--- src/rtl/vx_tl_mem_arbiter.sv ---
// Two-to-one TileLink-UL arbiter: round-robin A channel into a single registered
// output stage, per-requester outstanding throttling, D routed by source MSB.
module vx_tl_mem_arbiter #(
  parameter int SRC_W           = 7,
  parameter int ADDR_W          = 32,
  parameter int DATA_W          = 32,
  parameter int MAX_OUTSTANDING = 4
) (
  input  logic                clock,
  input  logic                reset_n,

  input  logic                r0_a_valid,
  output logic                r0_a_ready,
  input  logic [2:0]          r0_a_bits_opcode,
  input  logic [3:0]          r0_a_bits_size,
  input  logic [SRC_W-1:0]    r0_a_bits_source,
  input  logic [ADDR_W-1:0]   r0_a_bits_address,
  input  logic [DATA_W/8-1:0] r0_a_bits_mask,
  input  logic [DATA_W-1:0]   r0_a_bits_data,
  output logic                r0_d_valid,
  input  logic                r0_d_ready,
  output logic [2:0]          r0_d_bits_opcode,
  output logic [3:0]          r0_d_bits_size,
  output logic [SRC_W-1:0]    r0_d_bits_source,
  output logic                r0_d_bits_denied,
  output logic [DATA_W-1:0]   r0_d_bits_data,

  input  logic                r1_a_valid,
  output logic                r1_a_ready,
  input  logic [2:0]          r1_a_bits_opcode,
  input  logic [3:0]          r1_a_bits_size,
  input  logic [SRC_W-1:0]    r1_a_bits_source,
  input  logic [ADDR_W-1:0]   r1_a_bits_address,
  input  logic [DATA_W/8-1:0] r1_a_bits_mask,
  input  logic [DATA_W-1:0]   r1_a_bits_data,
  output logic                r1_d_valid,
  input  logic                r1_d_ready,
  output logic [2:0]          r1_d_bits_opcode,
  output logic [3:0]          r1_d_bits_size,
  output logic [SRC_W-1:0]    r1_d_bits_source,
  output logic                r1_d_bits_denied,
  output logic [DATA_W-1:0]   r1_d_bits_data,

  output logic                mem_a_valid,
  input  logic                mem_a_ready,
  output logic [2:0]          mem_a_bits_opcode,
  output logic [3:0]          mem_a_bits_size,
  output logic [SRC_W:0]      mem_a_bits_source,
  output logic [ADDR_W-1:0]   mem_a_bits_address,
  output logic [DATA_W/8-1:0] mem_a_bits_mask,
  output logic [DATA_W-1:0]   mem_a_bits_data,

  input  logic                mem_d_valid,
  output logic                mem_d_ready,
  input  logic [2:0]          mem_d_bits_opcode,
  input  logic [3:0]          mem_d_bits_size,
  input  logic [SRC_W:0]      mem_d_bits_source,
  input  logic                mem_d_bits_denied,
  input  logic [DATA_W-1:0]   mem_d_bits_data,

  output logic                busy,
  output logic                err
);

  localparam int CNT_W  = $clog2(MAX_OUTSTANDING + 1);
  localparam int MASK_W = DATA_W / 8;
  localparam logic [CNT_W-1:0] CNT_MAX = CNT_W'(MAX_OUTSTANDING);

  typedef enum logic {PREF_R0 = 1'b0, PREF_R1 = 1'b1} rr_e;

  rr_e              rr_q, rr_d;
  logic [CNT_W-1:0] cnt0_q, cnt0_d, cnt1_q, cnt1_d;
  logic             err_q, err_d;
  logic             reg_valid_q, reg_valid_d;

  logic [2:0]        op_q, op_d;
  logic [3:0]        size_q, size_d;
  logic [SRC_W:0]    src_q, src_d;
  logic [ADDR_W-1:0] addr_q, addr_d;
  logic [MASK_W-1:0] mask_q, mask_d;
  logic [DATA_W-1:0] data_q, data_d;

  logic elig0, elig1, gnt_any, gnt_sel, load, capture;
  logic a_fire0, a_fire1, d_sel, d_fire, d_dec0, d_dec1, uf0, uf1;

  // Grant decision uses registered counts only, so a freed slot is usable next cycle.
  always_comb begin
    elig0   = r0_a_valid && (cnt0_q < CNT_MAX);
    elig1   = r1_a_valid && (cnt1_q < CNT_MAX);
    gnt_any = elig0 || elig1;
    gnt_sel = (elig0 && elig1) ? (rr_q == PREF_R1) : elig1;
    load    = !reg_valid_q || mem_a_ready;
    capture = load && gnt_any;
  end

  assign r0_a_ready = capture && !gnt_sel;
  assign r1_a_ready = capture && gnt_sel;
  assign a_fire0    = r0_a_valid && r0_a_ready;
  assign a_fire1    = r1_a_valid && r1_a_ready;

  assign d_sel       = mem_d_bits_source[SRC_W];
  assign mem_d_ready = d_sel ? r1_d_ready : r0_d_ready;
  assign d_fire      = mem_d_valid && mem_d_ready;
  assign d_dec0      = d_fire && !d_sel;
  assign d_dec1      = d_fire && d_sel;

  always_comb begin
    cnt0_d = cnt0_q;
    uf0    = 1'b0;
    if (a_fire0 && !d_dec0) begin
      cnt0_d = cnt0_q + 1'b1;
    end else if (d_dec0 && !a_fire0) begin
      if (cnt0_q == '0) uf0 = 1'b1;
      else              cnt0_d = cnt0_q - 1'b1;
    end
  end

  always_comb begin
    cnt1_d = cnt1_q;
    uf1    = 1'b0;
    if (a_fire1 && !d_dec1) begin
      cnt1_d = cnt1_q + 1'b1;
    end else if (d_dec1 && !a_fire1) begin
      if (cnt1_q == '0) uf1 = 1'b1;
      else              cnt1_d = cnt1_q - 1'b1;
    end
  end

  always_comb begin
    err_d       = err_q || uf0 || uf1;
    rr_d        = rr_q;
    reg_valid_d = reg_valid_q;
    if (load) reg_valid_d = gnt_any;
    if (a_fire0)      rr_d = PREF_R1;
    else if (a_fire1) rr_d = PREF_R0;
  end

  always_comb begin
    op_d   = op_q;
    size_d = size_q;
    src_d  = src_q;
    addr_d = addr_q;
    mask_d = mask_q;
    data_d = data_q;
    if (capture) begin
      if (gnt_sel) begin
        op_d   = r1_a_bits_opcode;
        size_d = r1_a_bits_size;
        src_d  = {1'b1, r1_a_bits_source};
        addr_d = r1_a_bits_address;
        mask_d = r1_a_bits_mask;
        data_d = r1_a_bits_data;
      end else begin
        op_d   = r0_a_bits_opcode;
        size_d = r0_a_bits_size;
        src_d  = {1'b0, r0_a_bits_source};
        addr_d = r0_a_bits_address;
        mask_d = r0_a_bits_mask;
        data_d = r0_a_bits_data;
      end
    end
  end

  always_ff @(posedge clock or negedge reset_n) begin
    if (!reset_n) begin
      rr_q        <= PREF_R0;
      cnt0_q      <= '0;
      cnt1_q      <= '0;
      err_q       <= 1'b0;
      reg_valid_q <= 1'b0;
    end else begin
      rr_q        <= rr_d;
      cnt0_q      <= cnt0_d;
      cnt1_q      <= cnt1_d;
      err_q       <= err_d;
      reg_valid_q <= reg_valid_d;
    end
  end

  // Payload is qualified by reg_valid_q, so it needs no reset.
  always_ff @(posedge clock) begin
    op_q   <= op_d;
    size_q <= size_d;
    src_q  <= src_d;
    addr_q <= addr_d;
    mask_q <= mask_d;
    data_q <= data_d;
  end

  assign mem_a_valid        = reg_valid_q;
  assign mem_a_bits_opcode  = op_q;
  assign mem_a_bits_size    = size_q;
  assign mem_a_bits_source  = src_q;
  assign mem_a_bits_address = addr_q;
  assign mem_a_bits_mask    = mask_q;
  assign mem_a_bits_data    = data_q;

  assign r0_d_valid       = mem_d_valid && !d_sel;
  assign r0_d_bits_opcode = mem_d_bits_opcode;
  assign r0_d_bits_size   = mem_d_bits_size;
  assign r0_d_bits_source = mem_d_bits_source[SRC_W-1:0];
  assign r0_d_bits_denied = mem_d_bits_denied;
  assign r0_d_bits_data   = mem_d_bits_data;

  assign r1_d_valid       = mem_d_valid && d_sel;
  assign r1_d_bits_opcode = mem_d_bits_opcode;
  assign r1_d_bits_size   = mem_d_bits_size;
  assign r1_d_bits_source = mem_d_bits_source[SRC_W-1:0];
  assign r1_d_bits_denied = mem_d_bits_denied;
  assign r1_d_bits_data   = mem_d_bits_data;

  assign busy = reg_valid_q || (cnt0_q != '0) || (cnt1_q != '0);
  assign err  = err_q;

endmodule

--- config.mk ---
export PLATFORM = sky130hd
export DESIGN_NAME = vx_tl_mem_arbiter
export DESIGN_NICKNAME = d
export VERILOG_FILES = /design/src/rtl/vx_tl_mem_arbiter.sv
export SDC_FILE = /design/constraint.sdc
export NUM_CORES = 1
export LEC_CHECK = 0
export CAP_MARGIN = 30
export CORE_AREA = 4 4 157 159
export CTS_CLUSTER_DIAMETER = 60
export DETAILED_ROUTE_END_ITERATION = 10
export DIE_AREA = 0 0 161 163
export GPL_TIMING_DRIVEN = 1
export PLACE_DENSITY_LB_ADDON = 0.2
export SLEW_MARGIN = 20
export SYNTH_ARGS = -nofsm -noshare
export SYNTH_HDL_FRONTEND = slang
export SYNTH_SLANG_ARGS = --single-unit
--- constraint.sdc ---
create_clock -name clock -period 7.76 [get_ports clock]
set_clock_uncertainty 0.2 [all_clocks]
set_input_delay 1.552 -clock clock [delete_from_list [all_inputs] [get_ports clock]]
set_output_delay 1.552 -clock clock [all_outputs]
set_load 0.02 [all_outputs]
==> results.sh, run 1 <==
export IMPL_fin_setup_tns_ns=0
export IMPL_wl_um=17500
export IMPL_layout_nets=736
export IMPL_path_clk_slew_ns=0.07
export IMPL_start_util_pct=22.7
export IMPL_final_max_slew_viol_count=0
export IMPL_cp_slowest_cell="clkdlybuf4s50_1"
export IMPL_finalSetupViolations=0
export IMPL_drc_errors=0
export IMPL_clock_fmax_ghz=0.189
export IMPL_peakVddDrop_mv=0.102
export IMPL_rows=56
export IMPL_hp_class="flip-flop to flip-flop"
export IMPL_cp_max_fo=10
export IMPL_grt_pass1_wl_um=23900
export IMPL_drv_cap=0
export IMPL_synth_seq_area_share_pct=51.5
export IMPL_io_pins=405
export IMPL_period_share_pct=68.3
export IMPL_synth_top_cell_area_share_pct=47.2
export IMPL_grt_max_degree=71
export IMPL_die_h_um=163
export IMPL_gr_total_overflow=0
export IMPL_drive_gt1_share_pct=21.2
export IMPL_syn_area_mm2=0.00528
export IMPL_crit_family="buffers and inverters"
export IMPL_place_ws_ns=2.39
export IMPL_h_tree_depth=3
export IMPL_fillers=2281
export IMPL_hold_viol_final=0
export IMPL_wl_per_cell_um=21.0
export IMPL_worst_path_most_repeated_cell="clkdlybuf4s50_1"
export IMPL_worstSkewPairLatency_ns=0.34
export IMPL_start_kind="primary input"
export IMPL_synth_ff_type="edfxtp_1"
export IMPL_critPathMaxStageDelay_ns=0.60
export IMPL_ys_warn_count=0
export IMPL_crit_type="primary input to output port"
export IMPL_syn_to_final_growth_pct=47.5
export IMPL_clock_sinks=92
export IMPL_synth_distinct_cells=35
export IMPL_port_buffers=263
export IMPL_syn_inst=336
export IMPL_clk_path_buf_depth=2
export IMPL_cellPowerDensity_mw_per_mm2=285
export IMPL_grt_use_total_pct=12.4
export IMPL_fp_coreArea_mm2=0.0233
export IMPL_period_needed_ns=5.30
export IMPL_cp_num_buf_inv=2
export IMPL_arrival_ns=3.55
export IMPL_cts_tree="done"
export IMPL_postRouteAntennaNets=0
export IMPL_n_antenna_cell=0
export IMPL_max_slew_worst_pin_slew_ns=0.978
export IMPL_die_area_mm2=0.0262
export IMPL_synth_nets=562
export IMPL_synth_top_cell_by_area="edfxtp_1"
export IMPL_vias=3242
export IMPL_ys_ff_latch=92
export IMPL_path_cells="clkdlybuf4s50_1, nor2b_2, a21boi_4, and2_1, clkdlybuf4s50_1"
export IMPL_status="complete, no violations"
export IMPL_p_leak_nw=2.92
export IMPL_worst_slack_ns=2.46
export IMPL_grt_pass1_vias=3381
export IMPL_cts_hold_buf=0
export IMPL_critPathCaptureType="output port"
export IMPL_cts_resized=0
export IMPL_crit_required_ns=6.01
export IMPL_cts_setup_buffers=0
export IMPL_antenna_found_initial=2
export IMPL_firstDrtPassIters=4
export IMPL_place_gp_congestion=0.706
export IMPL_avgSynthCellArea_um2=15.7
export IMPL_drt_iter0_markers=128
export IMPL_die_x_um=161
export IMPL_slew_headroom_pct=34.8
export IMPL_viasPerCell=3.89
export IMPL_cts_root_buf="clkbuf_16"
export IMPL_numCtsBuffers=9
export IMPL_synthTopCellsByArea="edfxtp_1, mux2_4, buf_4, dfrtp_1, buf_12"
export IMPL_dp_hpwl_um=13900
export IMPL_synth_edf_count=83
export IMPL_ys_async_sr_fraction_pct=9.78
export IMPL_grt_setup_unrepaired="false"
## placed cells by master (no fill, tap or decap), drive strengths merged, types with 2 or more instances in the layout
master,synthesis,routed
and2,4,4
buf,104,4
bufinv,0,2
clkbuf,0,9
clkdlybuf4s50,0,263
clkinv,0,2
dfrtp,9,9
edfxtp,83,83
fa,2,2
ha,4,4
inv,5,7
mux2,85,85
nand2,4,4
nand2b,2,2
nor2,6,6
nor2b,6,6
nor3,2,2
nor4,2,2
o21ai,2,2
## cell families after synthesis
group,count (synthesis),share of synthesized area [%]
buffers and inverters,109,17.5
DFF,92,51.5
muxes,86,24.0
and+or+nand+nor,30,3.25
AOI/OAI and AO/OA,12,1.85
adders and majority gates,6,1.71
xor gates and xnor gates,1,0.166
## sequential cells by signal, summed over array words and instances, names as in the netlist
name and count:
mem_a_bits_address 32, mem_a_valid 1, err 1, mem_a_bits_mask 4
cnt1_q 3, mem_a_bits_size 4, mem_a_bits_data 32, cnt0_q 3
rr_q 1, mem_a_bits_source 8, mem_a_bits_opcode 3
## layer usage
layer	global-route usage, %	vias up	share of wire (%)
met1	12.2	1518	34
met5	0	-	0.14
li1	-	1456	-
met4	5.08	4	3.0
met3	6.23	44	12
met2	22.2	220	51
## synthesized netlist by cell type (all sizes together) (2+ instances only)
library cell  count
and2              4
buf             104
dfrtp             9
edfxtp           83
fa                2
ha                4
inv               5
mux2             85
nand2             4
nand2b            2
nor2              6
nor2b             6
nor3              2
nor4              2
o21ai             2
## report_power, final
part / total, mW / switching [mW] / internal, mW
logic: 0.936 / 0.444 / 0.492
clock network: 0.489 / 0.205 / 0.285
registers: 0.790 / 0.0601 / 0.729
## metrics by stage
stage	hold slack, ns	utilization, %	cells	power (mW)	instance area, µm²
floorplan	0.315	-	336	1.45	5280
global placement	0.321	32.0	817	1.72	7430
detailed placement	0.301	32.1	818	1.75	7460
CTS	0.337	33.5	834	2.25	7780
global route	0.359	33.5	834	2.32	7780
finish	0.320	33.5	834	2.21	7780
## area by class of cell
type / count / area (µm²) / share of cell area, %
Timing Repair Buffer: 267 / 2680 / 34.5
Clock inverter: 7 / 97.6 / 1.25
Tap cell: 319 / 399 / 5.13
Inverter: 5 / 18.8 / 0.241
Clock buffer: 9 / 225 / 2.89
Multi-Input combinational cell: 135 / 1640 / 21.1
Sequential cell: 92 / 2720 / 34.9
## final timing paths
kind | startpoint | endpoint | slack, ns | cells past startpoint
max | r1_a_valid | r1_a_ready | 2.46 | 5
min | err$_DFF_PN0_ | err$_DFF_PN0_ | 0.32 | 1
max reg2reg | cnt0_q[2]$_DFFE_PN0P_ | cnt0_q[2]$_DFFE_PN0P_ | 4.02 | 10
min reg2reg | err$_DFF_PN0_ | err$_DFF_PN0_ | 0.32 | 1
max in group asynchronous | reset_n | err$_DFF_PN0_ | 5.70 | 1
min in group asynchronous | reset_n | mem_a_valid$_DFFE_PN0P_ | 1.34 | 1
## worst reg2reg max path: cells and delay by family (launching register included)
kind / cells / cell delay [ns]
AOI/OAI and AO/OA: 3 / 0.82
and+or+nand+nor: 3 / 0.61
adders and majority gates: 2 / 0.60
buffers and inverters: 2 / 0.91
DFF: 1 / 0.48
Note: power is estimated with default switching activity, not from simulation.
==> run 2, diff against run 1 <==
CORE_AREA = 4 4 154 156   (was 4 4 157 159)
DIE_AREA = 0 0 158 160   (was 0 0 161 163)
clock period = 5 ns   (was 7.76 ns; I/O delays follow)
==> run 2 against run 1 <==
Effect of this change:
- register-to-register slack worse by 2.2 ns
- cell area down 0.58%
- largest cell class unchanged
- die area down 3.7%
- first-iteration DRC count up 0.78%
- core utilization up 1.1 points
- combinational power up 53%
- sequential cell count unchanged
- clock-buffer cell count unchanged
==> results.sh, run 2 (synthesized netlist as in run 1, its figures left out) <==
export IMPL_reg2reg_from="cnt1_q[2]$_DFFE_PN0P_"
export IMPL_layout_commonest_cell="clkdlybuf4s50_1"
export IMPL_cts_tree="done"
export IMPL_grt_pass1_wl_um=23900
export IMPL_slew_headroom_pct=45.4
export IMPL_path_cells="clkdlybuf4s50_1, nor2b_2, a21boi_4, and2_1, clkdlybuf4s50_1"
export IMPL_start_util_pct=23.6
export IMPL_clock_sinks=92
export IMPL_cellPowerDensity_mw_per_mm2=443
export IMPL_cts_hold_buf=0
export IMPL_worstSkewPairLatency_ns=0.34
export IMPL_max_slew_worst_pin_slew_ns=0.819
export IMPL_register_area_mm2=0.00272
export IMPL_die_x_um=158
export IMPL_gr_total_overflow=0
export IMPL_grt_use_total_pct=13.0
export IMPL_final_max_slew_viol_count=0
export IMPL_critPathCaptureType="output port"
export IMPL_crit_required_ns=3.80
export IMPL_io_pins=405
export IMPL_p_leak_nw=2.92
export IMPL_crit_family="buffers and inverters"
export IMPL_rows=55
export IMPL_period_needed_ns=4.19
export IMPL_peakVddDrop_mv=0.178
export IMPL_firstDrtPassIters=6
export IMPL_fp_coreArea_mm2=0.0224
export IMPL_dp_hpwl_um=14100
export IMPL_crit_type="primary input to output port"
export IMPL_critPathMaxStageDelay_ns=0.61
export IMPL_antenna_found_initial=1
export IMPL_min_from="err$_DFF_PN0_"
export IMPL_postRouteAntennaNets=0
export IMPL_path_clk_slew_ns=0.07
export IMPL_numCtsBuffers=9
export IMPL_drt_iter0_markers=129
export IMPL_finalSetupViolations=0
export IMPL_place_gp_congestion=0.727
export IMPL_hold_viol_final=0
export IMPL_wl_per_cell_um=21.8
export IMPL_cp_num_buf_inv=2
export IMPL_critical_path_startpoint="r1_a_valid"
export IMPL_cts_setup_buffers=0
export IMPL_port_buffers=263
export IMPL_drive_gt1_share_pct=21.5
export IMPL_grt_pass1_vias=3555
export IMPL_vias=3240
export IMPL_hp_class="flip-flop to flip-flop"
export IMPL_start_kind="primary input"
export IMPL_drc_errors=0
export IMPL_clk_path_buf_depth=2
export IMPL_layout_core_utilization_pct=34.6
export IMPL_die_h_um=160
export IMPL_cts_root_buf="clkbuf_16"
export IMPL_layout_nets=737
export IMPL_fillers=2172
export IMPL_viasPerCell=4.04
export IMPL_grt_max_degree=61
export IMPL_clock_fmax_ghz=0.239
export IMPL_cp_max_fo=15
export IMPL_cts_resized=0
export IMPL_drv_cap=0
export IMPL_h_tree_depth=3
export IMPL_period_share_pct=83.8
export IMPL_wl_um=17500
export IMPL_die_area_mm2=0.0253
export IMPL_worst_path_most_repeated_cell="clkdlybuf4s50_1"
export IMPL_multiInputGateArea_mm2=0.00164
export IMPL_final_cell_mix="clkdlybuf4s50_1, edfxtp_1, mux2_4, clkbuf_16, dfrtp_1"
export IMPL_status="complete, no violations"
export IMPL_cp_slowest_cell="clkdlybuf4s50_1"
export IMPL_fin_setup_tns_ns=0
export IMPL_grt_setup_unrepaired="false"
export IMPL_arrival_ns=2.99
export IMPL_syn_to_final_growth_pct=46.6
run 2: worst paths after layout:
| path | cells past startpoint | slack, ns | end |
|---|---|---|---|
| worst max-delay path | 5 | 0.81 | r1_a_ready |
| worst min-delay path | 1 | 0.34 | err$_DFF_PN0_ |
| worst max register to register | 5 | 1.79 | mem_a_bits_address[31]$_DFFE_PN_ |
| worst min register to register | 1 | 0.34 | err$_DFF_PN0_ |
| max in group asynchronous | 1 | 3.49 | cnt0_q[1]$_DFFE_PN0P_ |
| min in group asynchronous | 1 | 0.79 | cnt1_q[2]$_DFFE_PN0P_ |
run 2: layout make-up:
cell class / instances / share of cell area (%)
diodes: 1 / 0.0323
clock buffers: 9 / 2.91
clock inverters: 7 / 1.36
inverters: 5 / 0.243
multi-input cells: 135 / 21.2
flip-flops and latches: 92 / 35.1
well taps: 285 / 4.61
repair buffers: 268 / 34.5
run 2: report_power, final:
group / switching (mW) / leakage, nW / internal [mW]
clock: 0.321 / 0.159 / 0.447
sequential: 0.0948 / 0.894 / 1.13
combinational: 0.680 / 1.87 / 0.752
run 2: per-layer routing:
metal  vias to the layer above  global-route usage, %  share of wire, %
met5                         -                      0                 0
met4                         0                   5.85               3.7
met3                        62                   5.96                12
met2                       199                   24.6                53
met1                      1516                   11.5                31
li1                       1463                      -                 -
run 2: worst register-to-register path: cells and delay by family, from the launching register on:
kind / cells / cell delay, ns
simple gates: 1 / 0.21
buf+inv: 2 / 1.21
compound gates: 1 / 0.50
flops: 1 / 0.47
mux: 1 / 0.38
run 2: metrics by stage:
step	power, mW	worst slack (ns)	cells	hold WS [ns]	area [µm²]
2_1_floorplan	2.25	0.876	336	0.315	5280
4_1_cts	3.48	0.781	801	0.333	7740
6_report	3.43	0.808	802	0.339	7740
3_3_place_gp	2.67	0.760	785	0.333	7410
5_1_grt	3.59	0.693	802	0.365	7740
3_5_place_dp	2.70	0.718	785	0.309	7410
==> run 3, diff against run 2 <==
CORE_AREA = 4 4 157 159   (was 4 4 154 156)
DIE_AREA = 0 0 161 163   (was 0 0 158 160)
clock period = 3.85 ns   (was 5 ns; I/O delays follow)
==> run 3 against run 2 <==
Effect of this change:
- cell count grew 4.1%
- critical path depth grew 1
- clock power grew 13%
- die area grew 3.8%
- global-route usage shrank 1.3 points
- hold slack lost 0.023 ns
- clock-buffer cell count grew 1
- combinational power grew 31%
- setup slack lost 0.40 ns
- largest power group unchanged
==> results.sh, run 3 (synthesized netlist as in run 1, its figures left out) <==
export IMPL_crit_required_ns=2.88
export IMPL_hp_class="flip-flop to flip-flop"
export IMPL_reg2reg_from="cnt0_q[2]$_DFFE_PN0P_"
export IMPL_clock_fmax_ghz=0.290
export IMPL_cts_hold_buf=0
export IMPL_die_area_mm2=0.0262
export IMPL_multiInputGateArea_mm2=0.00164
export IMPL_wl_per_cell_um=19.6
export IMPL_vias=3192
export IMPL_drive_gt1_share_pct=21.3
export IMPL_wl_um=16300
export IMPL_whs_ns=0.316
export IMPL_rr_worst_depth=9
export IMPL_drc_errors=0
export IMPL_final_max_slew_viol_count=0
export IMPL_min_from="err$_DFF_PN0_"
export IMPL_cellPowerDensity_mw_per_mm2=559
export IMPL_dp_hpwl_um=13000
export IMPL_layout_core_utilization_pct=33.2
export IMPL_fillers=2331
export IMPL_firstDrtPassIters=4
export IMPL_period_share_pct=89.5
export IMPL_fin_setup_tns_ns=0
export IMPL_start_util_pct=22.7
export IMPL_hold_viol_final=0
export IMPL_antenna_found_initial=0
export IMPL_max_slew_worst_pin_slew_ns=0.927
export IMPL_io_pins=405
export IMPL_grt_use_total_pct=11.7
export IMPL_layout_nets=737
export IMPL_register_area_mm2=0.00272
export IMPL_finalSetupViolations=0
export IMPL_grt_pass1_wl_um=22600
export IMPL_cts_root_buf="clkbuf_16"
export IMPL_postRouteAntennaNets=0
export IMPL_rows=56
export IMPL_cts_tree="done"
export IMPL_port_buffers=263
export IMPL_cp_max_fo=7
export IMPL_grt_max_degree=58
export IMPL_grt_setup_unrepaired="false"
export IMPL_layout_commonest_cell="clkdlybuf4s50_1"
export IMPL_critical_path_startpoint="r1_a_valid"
export IMPL_cts_setup_buffers=0
export IMPL_path_clk_slew_ns=0.07
export IMPL_drt_iter0_markers=206
export IMPL_final_cell_mix="clkdlybuf4s50_1, edfxtp_1, mux2_4, clkbuf_16, dfrtp_1"
export IMPL_status="complete, no violations"
export IMPL_setup_worst_path_end="r0_a_ready"
export IMPL_gr_total_overflow=0
export IMPL_die_x_um=161
export IMPL_whs_path_depth=1
export IMPL_finalNonFillerCells=835
export IMPL_n_antenna_cell=0
export IMPL_start_kind="primary input"
export IMPL_fp_coreArea_mm2=0.0233
export IMPL_dp_cells=819
export IMPL_die_h_um=163
export IMPL_grt_pass1_vias=3479
export IMPL_numCtsBuffers=9
export IMPL_period_needed_ns=3.44
export IMPL_viasPerCell=3.82
export IMPL_critPathCaptureType="output port"
export IMPL_syn_to_final_growth_pct=46.5
export IMPL_p_leak_nw=2.89
export IMPL_worstReg2RegEnd="cnt0_q[2]$_DFFE_PN0P_"
export IMPL_worstSkewPairLatency_ns=0.35
export IMPL_power_total_mw=4.32
export IMPL_place_gp_congestion=0.765
export IMPL_arrival_ns=2.47
export IMPL_crit_type="primary input to output port"
export IMPL_slew_headroom_pct=38.2
export IMPL_cts_resized=0
export IMPL_h_tree_depth=3
export IMPL_clk_path_buf_depth=2
export IMPL_peakVddDrop_mv=0.236
export IMPL_drv_cap=0
export IMPL_regToRegSetupSlack_ns=1.10
export IMPL_clock_sinks=92
run 3: cell types whose count changed in the layout (fill, tap and decap cells not counted), sizes merged:
cell / change
inv: +1
diode: -1
clkinv: -1
bufinv: -2
clkinvlp: +1
clkbuf: +1
run 3: report_power, final:
| group | total, mW | switching, mW | internal, mW |
|---|---|---|---|
| Combinational | 1.87 | 0.884 | 0.981 |
| Clock | 0.863 | 0.413 | 0.450 |
| Sequential | 1.59 | 0.121 | 1.47 |
| Total | 4.32 | 1.42 | 2.90 |
run 3: metrics by stage:
| step | worst slack [ns] | cell area (µm²) |
|---|---|---|
| floorplan | 0.407 | 5290 |
| global placement | 0.366 | 7450 |
| detailed placement | 0.254 | 7450 |
| CTS | 0.358 | 7730 |
| global route | 0.319 | 7730 |
| finish | 0.406 | 7730 |
run 3: worst min path at each step:
stage                             to  slack, ns
6_report               err$_DFF_PN0_       0.32
5_1_grt                err$_DFF_PN0_       0.34
4_1_cts                err$_DFF_PN0_       0.32
3_5_place_dp           err$_DFF_PN0_       0.29
3_3_place_gp           err$_DFF_PN0_       0.31
2_1_floorplan  cnt0_q[0]$_DFFE_PN0P_       0.27
run 3: routing by layer:
metal,part of all wire (%),global-route usage [%],vias up
li1,-,-,1458
met1,33,11.2,1485
met2,53,21.5,195
met3,10,5.39,54
met4,3.6,5.47,0
met5,0,0,-
run 3: critical path, cell delays in order:
cell,delay (ns)
clkdlybuf4s50_1,0.43
nor2b_2,0.19
a21boi_4,0.15
buf_4,0.16
nor2b_1,0.13
clkdlybuf4s50_1,0.64
run 3: cell type report:
type,instances,share of cell area [%]
Clock buffer,10,2.96
Clock inverter,6,0.680
Inverter,5,0.243
Multi-Input combinational cell,135,21.3
Sequential cell,92,35.2
Tap cell,319,5.16
Timing Repair Buffer,268,34.5
